<file path="src/rtl/serial_sub_pkg.sv">
// Shared definitions for the bit-serial subtractor.
// Exports: DEFAULT_WIDTH (operand width) and state_t (IDLE/RUN/DONE controller states).
package serial_sub_pkg;

    localparam int unsigned DEFAULT_WIDTH = 6;

    typedef enum logic [1:0] {
        IDLE = 2'd0,
        RUN  = 2'd1,
        DONE = 2'd2
    } state_t;

endpackage

</file>
<file path="src/rtl/full_sub1b.sv">
// One-bit full subtractor, purely combinational.
// Ports: ai (minuend bit), bi (subtrahend bit), bin (borrow in),
//        d (difference bit), bout (borrow out).
module full_sub1b (
    input  logic ai,
    input  logic bi,
    input  logic bin,
    output logic d,
    output logic bout
);

    assign d    = ai ^ bi ^ bin;
    assign bout = (~ai & bi) | (~(ai ^ bi) & bin);

endmodule

</file>
<file path="src/rtl/serial_sub6b.sv">
// Bit-serial unsigned subtractor: diff = (a - b) mod 2^WIDTH, one bit per clock, LSB first.
// Ports: clk, rst (async active-high), start (request, ignored while busy),
//        a/b (operands, captured on accepted start), diff/borrow/zero (held results),
//        busy (operation in progress), done (one-cycle result-valid pulse).
module serial_sub6b
    import serial_sub_pkg::*;
#(
    parameter int unsigned WIDTH = DEFAULT_WIDTH
) (
    input  logic             clk,
    input  logic             rst,
    input  logic             start,
    input  logic [WIDTH-1:0] a,
    input  logic [WIDTH-1:0] b,
    output logic [WIDTH-1:0] diff,
    output logic             borrow,
    output logic             zero,
    output logic             busy,
    output logic             done
);

    localparam int unsigned CW = (WIDTH > 1) ? $clog2(WIDTH) : 1;
    localparam logic [CW-1:0] LAST = CW'(WIDTH - 1);

    state_t           state;
    state_t           state_d;
    logic             load;
    logic             shift;
    logic             finish;

    logic [WIDTH-1:0] a_sr;
    logic [WIDTH-1:0] b_sr;
    logic [WIDTH-1:0] diff_sr;
    logic             bor_int;
    logic [CW-1:0]    cnt;
    logic             bit_d;
    logic             bit_bout;

    // Single bit slice fed from the LSBs of the operand shift registers.
    full_sub1b u_fs (
        .ai   (a_sr[0]),
        .bi   (b_sr[0]),
        .bin  (bor_int),
        .d    (bit_d),
        .bout (bit_bout)
    );

    // State register.
    always_ff @(posedge clk or posedge rst) begin
        if (rst) begin
            state <= IDLE;
        end else begin
            state <= state_d;
        end
    end

    // Next-state and datapath control.
    always_comb begin
        state_d = state;
        load    = 1'b0;
        shift   = 1'b0;
        finish  = 1'b0;
        case (state)
            IDLE: begin
                if (start) begin
                    load    = 1'b1;
                    state_d = RUN;
                end
            end
            RUN: begin
                shift = 1'b1;
                if (cnt == LAST) begin
                    state_d = DONE;
                end
            end
            DONE: begin
                finish  = 1'b1;
                state_d = IDLE;
            end
            default: state_d = IDLE;
        endcase
    end

    // Shift registers, bit counter and registered outputs.
    always_ff @(posedge clk or posedge rst) begin
        if (rst) begin
            a_sr    <= '0;
            b_sr    <= '0;
            diff_sr <= '0;
            bor_int <= 1'b0;
            cnt     <= '0;
            diff    <= '0;
            borrow  <= 1'b0;
            zero    <= 1'b0;
            busy    <= 1'b0;
            done    <= 1'b0;
        end else begin
            done <= finish;
            busy <= (state_d != IDLE);
            if (load) begin
                a_sr    <= a;
                b_sr    <= b;
                diff_sr <= '0;
                bor_int <= 1'b0;
                cnt     <= '0;
            end else if (shift) begin
                a_sr    <= a_sr >> 1;
                b_sr    <= b_sr >> 1;
                // New result bit enters at the MSB; after WIDTH shifts diff_sr is aligned.
                diff_sr <= WIDTH'({bit_d, diff_sr} >> 1);
                bor_int <= bit_bout;
                // Saturate on the last bit so the counter never wraps.
                if (cnt != LAST) begin
                    cnt <= cnt + CW'(1);
                end
            end
            if (finish) begin
                diff   <= diff_sr;
                borrow <= bor_int;
                zero   <= (diff_sr == '0);
            end
        end
    end

endmodule
</file>
<file path="config.mk">
export PLATFORM = sky130hd
export DESIGN_NAME = serial_sub6b
export DESIGN_NICKNAME = d
export VERILOG_FILES = /design/src/rtl/serial_sub_pkg.sv /design/src/rtl/full_sub1b.sv /design/src/rtl/serial_sub6b.sv
export SDC_FILE = /design/constraint.sdc
export NUM_CORES = 1
export LEC_CHECK = 0
export CAP_MARGIN = 40
export CORE_ASPECT_RATIO = 1.5
export CORE_MARGIN = 2
export CORE_UTILIZATION = 35
export DETAILED_ROUTE_END_ITERATION = 8
export PLACE_DENSITY_LB_ADDON = 0.2
export SETUP_SLACK_MARGIN = 0.3
export SYNTH_ARGS = -nofsm -noshare
export SYNTH_HDL_FRONTEND = slang
export SYNTH_SLANG_ARGS = --single-unit
</file>
<file path="constraint.sdc">
create_clock -name clk -period 3.4 [get_ports clk]
set_input_delay 1.02 -clock clk [delete_from_list [all_inputs] [get_ports clk]]
set_output_delay 1.02 -clock clk [all_outputs]
set_load 0.01 [all_outputs]
</file>
# ---- Word level (Yosys, flattened, before mapping)
# Cells that the tools add are included.
dict set report totals {
  reg_bits 34
  latch_bits 0
  ram_bits 0
  rom_bits 0
  input_bits 15
  out_inout_bits 10
  elab_cells 47
  mem_count 0
}
dict set report op_classes {
  add_sub_neg 1
  n_mul 0
  div_mod_pow 0
  order_cmp 0
  eq_ne 4
  shifts 0
  muxes 18
  bitwise 7
  n_reduce_logical 6
}
# cell n
set ops {}
lappend ops {{6-bit 2-to-1 mux} 6}
lappend ops {{3-bit 2-to-1 mux} 3}
lappend ops {{6-bit logical NOT} 1}
lappend ops {{1-bit 2-to-1 mux} 6}
lappend ops {{2-bit nonzero test} 3}
lappend ops {{2-bit 2-to-1 mux} 2}
lappend ops {{2-bit one-hot mux with 2 select lines} 1}
lappend ops {{3-bit by 1-bit adder with 3-bit output (second input constant)} 1}
lappend ops {{3-bit == test (second input constant)} 1}
lappend ops {{3-bit != test (second input constant)} 1}
lappend ops {{1-bit bitwise AND} 2}
lappend ops {{2-bit by 1-bit == test with 1-bit output (second input constant)} 1}
lappend ops {{2-bit == test (second input constant)} 1}
lappend ops {{2-bit logical NOT} 1}
lappend ops {{1-bit NOT} 2}
lappend ops {{2-bit AND reduction} 1}
lappend ops {{1-bit bitwise XOR} 2}
lappend ops {{1-bit OR} 1}

# ---- Logic depth before layout (Yosys ltp)
dict set report depth {
  word_depth 6
  depth_mapped 5
  ltp_nobuf 5
}

# ---- Modules after synthesis
# From an unflattened synthesis, not the netlist that was laid out.
dict set report hier_totals {
  hier_cells 124
  hier_area_um2 1453.9
}
# module n_inst cells_each area_per_inst_um2
set by_module_without_submodules {}
lappend by_module_without_submodules {serial_sub6b 1 120 1422.6}
lappend by_module_without_submodules {full_sub1b 1 4 31.3}

# ---- Worst setup path after synthesis
# OpenSTA, ideal clock, no wires.
dict set report synth_timing {
  kind {input to register}
  start {in start}
  end {reg b_sr[0]}
  setup_ps 133
  t_arrival_ps 1503
  path_slack_ps 1763
  stages 4
  n_path_buf 1
  cell_sequence {nor2b_1 buf_2 a22oi_1 o22ai_1}
}
dict set report synth_via {
  elab_chain_cells 3
}
# item line
set synth_rtl {}
lappend synth_rtl {{start, declared} serial_sub6b.sv:12} ;# input logic start,
lappend synth_rtl {{1-bit 2-to-1 mux *} serial_sub6b.sv:65} ;# if (start) begin
lappend synth_rtl {{1-bit 2-to-1 mux *} serial_sub6b.sv:63} ;# case (state)
lappend synth_rtl {{6-bit 2-to-1 mux / 2-bit nonzero test (equally long branches)} -}
lappend synth_rtl {{end signal, assigned} serial_sub6b.sv:108} ;# b_sr <= b_sr >> 1;
lappend synth_rtl {{end, declared} serial_sub6b.sv:32} ;# logic [WIDTH-1:0] b_sr;
# Every way passes the cells marked *; elsewhere a longest branch is shown, timed or not.
# A chain may end at the register's enable or synchronous reset.

# ---- Worst setup path after layout
dict set report layout_timing {
  start {in start}
  end {reg b_sr[1]}
}
# Same word-level chain as after synthesis.

==> impl_metrics.py <==
metrics = {
    "critical_path": {
        "critPathKind": "primary input to flip-flop",
        "slowest_stage": "nor2b_1",
        "path_max_fanout": 10,
        "critPathMaxStageDelay_ns": 0.57,
        "critPathArrivalTime_ns": 2.46,
        "r2r_start": "state[0]$_DFF_PP0_",
        "crit_chain": "clkdlybuf4s50_1, nor2b_1, a22oi_1, o21ai_0",
        "cp_top_family": "simple AND/OR/NAND/NOR gates",
        "worst_setup_path_start_kind": "primary input",
        "cp.required_ns": 3.59,
        "crit_start": "start",
        "cp_num_buf_inv": 1,
        "cp-end-kind": "flip-flop",
    },
    "sta": {
        "slew_viol_final": 0,
        "hold_viol": 0,
        "whs_ns": 0.481,
        "max_freq_mhz": 440,
        "slew_headroom_pct": 56.0,
        "finalCritPeriodShare_pct": 66.8,
        "rsz0062_at_grt": "false",
        "min_period_ns": 2.27,
        "tightestPinTransition_ns": 0.660,
        "setup_tns_ns": 0,
        "finClkSkew_ns": 0.00749,
        "setup_viol": 0,
    },
    "die": {
        "die_w_um": 56.5,
        "dieArea_um2": 4670,
        "start_util_pct": 36.5,
        "dieHeight_um": 82.7,
        "placementRows": 28,
        "coreArea_um2": 3960,
        "pin_count": 25,
    },
    "grt": {
        "antenna_found_initial": 0,
        "grt_max_degree": 35,
        "grt-ovfl-total": 0,
        "first_global_vias": 987,
        "track_usage_pct": 13.4,
        "grt_pass1_wl_mm": 4.62,
    },
    "yosys": {
        "synth_edf_count": 0,
        "syn_area_um2": 1450,
        "synthCells": 122,
        "synth_adder_area_share_pct": 3.11,
        "synth_seq_area_share_pct": 58.8,
        "synth-xor-area-share_pct": 0,
        "synth_compound_area_share_pct": 19.6,
        "synth_top_family_by_area": "compound AO/OA/AOI/OAI gates",
        "synth.distinct_cells": 29,
        "async_flop_share_pct": 100,
        "synth_ff_type": "dfrtp_1",
        "synth_fp_nets": 140,
        "synth.area.mux_share_pct": 4.67,
        "syn_area_per_cell_um2": 11.9,
        "synth_seq_cells": 34,
        "yosysWarnings": 0,
        "synthSimpleGateAreaFrac_pct": 8.82,
    },
    "placement": {
        "place_congestion": 0.667,
        "io_buffer_count": 24,
        "placed_cell_area_um2": 1710,
        "place_hpwl_mm": 1.94,
    },
    "route": {
        "ant_nets": 0,
        "wire_per_inst_um": 14.5,
        "remaining_drc_errors": 0,
        "drt_iter0_drc": 37,
        "viasPerCell": 5.26,
        "vias": 1015,
        "highest_layer": "met4",
        "wl_met2_mm": 1.43,
        "wl_met1_mm": 1.17,
        "wirelength_mm": 2.79,
        "firstDrtPassIters": 4,
        "met3WireLength_um": 133,
    },
    "cells_and_area": {
        "drive_gt1_share_pct": 12.8,
        "n_antenna_cell": 0,
        "area_growth_syn_to_layout_pct": 25.5,
        "final_util_pct": 45.9,
        "layout.nets": 165,
        "fillCellCount": 391,
        "fin_area_um2": 1820,
    },
    "min_path": {
        "timing.hold.worst.class": "flip-flop to flip-flop",
        "worstHoldStart": "zero$_DFFE_PP0P_",
    },
    "cts": {
        "cts_tree": "done",
        "cts_setup_buffers": 0,
        "numClockSinks": 34,
        "insertion_delay_ns": 0.28,
        "htree_num_levels": 2,
        "cts_buffers": 5,
        "ctsHoldBuffers": 0,
        "ctsRootBufferMaster": "clkbuf_8",
        "clockBufferDepth": 2,
        "post_cts_resized": 0,
        "clkTransAtPathRegs_ns": 0.07,
    },
    "power_and_ir_drop": {
        "power_leakage_nw": 0.813,
        "ir_drop_mv": 0.514,
        "total_power_mw": 1.55,
        "power_density_nw_per_um2": 852,
    },
    "outcome": {
        "outcome": "complete, no violations",
    },
    "flow_run": {
        "cap_violations": 0,
    },
}
-- state kept, by name (all words and copies together), names as in the netlist --
signal	count
state	2
a_sr	6
bor_int	1
diff_sr	6
b_sr	6
done	1
diff	6
busy	1
borrow	1
cnt	3
zero	1
-- cells in the final DEF (no fill, tap or decap) --
cell,count
a22oi_1,10
o41ai_2,1
o22ai_1,2
o21bai_4,1
nand2b_4,1
ha_1,2
clkbuf_8,5
o21ai_1,1
clkdlybuf4s50_1,24
bufinv_16,1
fa_1,1
inv_1,8
a22o_1,6
o21ai_0,12
nand3_1,1
nor2b_1,2
a21oi_1,2
a22o_2,2
and3_1,1
a31oi_1,1
dfrtp_1,34
nand2_1,13
mux2_2,6
nor3_1,2
buf_4,1
clkbuf_1,2
nand2b_1,2
a211oi_1,1
nor2_1,2
or4_4,1
-- cell type report --
cell class / count / area (um2) / share of cell area [%]
clock buffers: 7 / 76.3 / 4.20
repair buffers: 25 / 248 / 13.6
well taps: 45 / 56.3 / 3.10
multi-input cells: 73 / 524 / 28.9
flip-flops and latches: 34 / 851 / 46.9
inverters: 8 / 30.0 / 1.65
clock inverters: 1 / 30.0 / 1.65
-- kinds of logic after synthesis --
family,count (synthesis)
AO/OA/AOI/OAI,39
flip-flops,34
AND/OR/NAND/NOR,25
buffers and inverters,15
multiplexers,6
adder cells (fa/ha/maj),3
-- through the flow --
stage,cells,setup WS [ns]
after floorplan,122,1.63
after CTS,193,1.14
after global routing,193,1.04
after global placement,185,0.872
after detailed placement,185,0.835
final,193,1.13
-- synthesized netlist by cell type (2+ instances only) --
cell	count	share of area, %
a21oi_1	2	0.69
a22o_1	6	3.6
a22o_2	2	1.4
a22oi_1	10	5.2
buf_2	3	1.0
clkbuf_1	2	0.52
dfrtp_1	34	59
ha_1	2	1.7
inv_1	8	2.1
mux2_2	6	4.7
nand2_1	13	3.4
nand2b_1	2	0.86
nor2_1	2	0.52
nor2b_1	2	0.86
nor3_1	2	0.69
o21ai_0	12	4.2
o22ai_1	2	0.86
-- final timing paths --
kind / end / slack, ns / depth (start not counted)
max reg2reg: b_sr[1]$_DFFE_PP0P_ / 1.71 / 3
max in group asynchronous: cnt[2]$_DFFE_PP0P_ / 1.94 / 3
min: zero$_DFFE_PP0P_ / 0.48 / 2
min reg2reg: zero$_DFFE_PP0P_ / 0.48 / 2
max: b_sr[1]$_DFFE_PP0P_ / 1.13 / 4
min in group asynchronous: done$_DFF_PP0_ / 1.14 / 3
-- worst min-delay path, delay by kind of cell (launching register included) --
kind            cells  cell delay, ns
compound gates      1            0.04
simple gates        1            0.06
flops               1            0.34
-- routing by layer --
metal / up-vias / global-route usage, %
met3: 5 / 4.36
met4: 0 / 7.14
met5: - / 0
li1: 482 / -
met1: 499 / 14.7
met2: 29 / 22.8
-- report_power, final --
part,leakage [nW],internal [mW],total (mW),switching (mW)
clock,0.0524,0.219,0.360,0.141
sequential,0.442,0.557,0.697,0.140
combinational,0.319,0.267,0.489,0.222
No activity file was read; power rests on OpenSTA's default activity.
==> edit: new RTL, same flow settings <==
`DEFAULT_WIDTH`: 6 -> 12.
--- a/src/rtl/serial_sub_pkg.sv
+++ b/src/rtl/serial_sub_pkg.sv
@@ -2,7 +2,7 @@
 // Exports: DEFAULT_WIDTH (operand width) and state_t (IDLE/RUN/DONE controller states).
 package serial_sub_pkg;
 
-    localparam int unsigned DEFAULT_WIDTH = 6;
+    localparam int unsigned DEFAULT_WIDTH = 12;
 
     typedef enum logic [1:0] {
         IDLE = 2'd0,
Interface: changed (resized a, b and diff); port bits go from 25 to 43. No check against the original RTL was run, so the function may have changed too.
==> edit against the original RTL <==
Routed wire length up 79%. Sequential cell count up 25. Worst hold slack better by 0.0024 ns. Synthesized area up 76%. Setup slack better by 0.031 ns. Synthesized cell count up 91%. Final area up 79%. Total power up 75%. Largest cell class unchanged.
==> edit: results (changes against the original RTL) <==
- Clk_lat worst skew: 0.33 ns (+0.05 ns)
- WL/cell: 13.8 um (-4.5%)
- First-pass GRT wire length: 8830 um (+91%)
- Leak: 0.00146 uW (+79%)
- Gpl congestion: 0.746 (+12%)
- Count of cell types in the netlist: 30 (+3.4%)
- Synth top cells by count: 59 x dfrtp_1, 47 x nand2_1, 24 x o21ai_1, 22 x a22oi_1, 17 x nand3_1
- Fraction of layout cells with a size suffix above 1: 12.4% (-0.43 points)
- Vias/cell: 5.14 (-2.2%)
- Status: completed
- Ranking of synthesized cells by area: dfrtp_1 58%, nand2_1 6.9%, a22oi_1 6.5%
- CP max stage cell: clkdlybuf4s50_1
- Critical Path Max Stage Delay: 0.54 ns (-0.03 ns)
- Crit path max fanout: 2 (-8)
- Total Nets Final: 306 (+85%)
- Hpwl dp: 3300 um (+70%)
- Initial DRC Count: 121 (+230%)
- # port buffers: 42 (+75%)
- Critical Path AT: 1.22 ns (-1.24 ns)
- CTS H-tree lvls: 3 (+1)
- CTS buffer count: 9 (+4)
- Peak supply drop: 332 uV (-35%)
- Synthesized instance count: 233 (+91%)
- Clk_skew: 0.00511 ns (-0.00238 ns)
- Seq/Total Area, Yosys: 58.1% (-0.72 points)
- Placed insts: 346 (+87%)
- Post-synthesis net count: 262 (+87%)
- Largest net degree at the start of global routing: 60 (+71%)
- Largest delay contributor family on the critical path: buffers and inverters
[edit: cell types whose count changed after synthesis, moves of 7 or more]
cell and delta:
a22oi_1 +12, nand2_1 +34, o21ai_0 -9, nand3_1 +16, o21ai_1 +23, mux2_4 +7
dfrtp_1 +25
[edit: metrics by stage]
stage / util [%] / cell area [sq um] / setup WS, ns
final: 45.6 / 3250 / 1.16
after global placement: 42.0 / 3000 / 1.04
after floorplan: - / 2540 / 0.924
after CTS: 45.6 / 3250 / 1.13
after global routing: 45.6 / 3250 / 1.09
after detailed placement: 42.6 / 3040 / 1.02
[edit: final cells by class]
class                      instances  area (sq um)
clock buffer                      12           165
clock inverter                     4          47.5
fill                             694          3880
inverter                           8          30.0
multi-input combinational        149           926
sequential                        59          1480
tap                               80           100
timing repair buffer              50           508
[edit: worst paths after layout]
check / startpoint / depth (start not counted) / slack [ns] / endpoint
worst max register to register: state[0] / 4 / 1.53 / cnt[3]
worst min register to register: borrow / 1 / 0.48 / borrow
min in group asynchronous: rst / 3 / 1.21 / a_sr[2]
worst max-delay path: diff[5] / 1 / 1.16 / diff[5]
max in group asynchronous: rst / 3 / 1.70 / diff_sr[6]
worst min-delay path: borrow / 1 / 0.48 / borrow
[edit: power by group]
group / internal (uW) / switching [uW]
registers: 980 / 211
clock network: 396 / 269
logic: 453 / 397
[edit: cells by family (layout without fill, tap and decap cells)]
logic type,count (synthesis),in the layout,synth area share [%]
muxes,14,14,7.19
adders and majority gates,2,2,1.28
AOI/OAI and AO/OA,54,54,13.6
and+or+nand+nor,79,79,14.4
buffers and inverters,25,74,5.47
DFF,59,59,58.1
[edit: metal layers]
metal,wire (um),vias up,global-route usage (%)
met5,0,-,0
met4,94,0,6.62
met3,221,7,4.01
met2,2520,52,23.5
met1,2170,897,17.4
li1,-,906,-
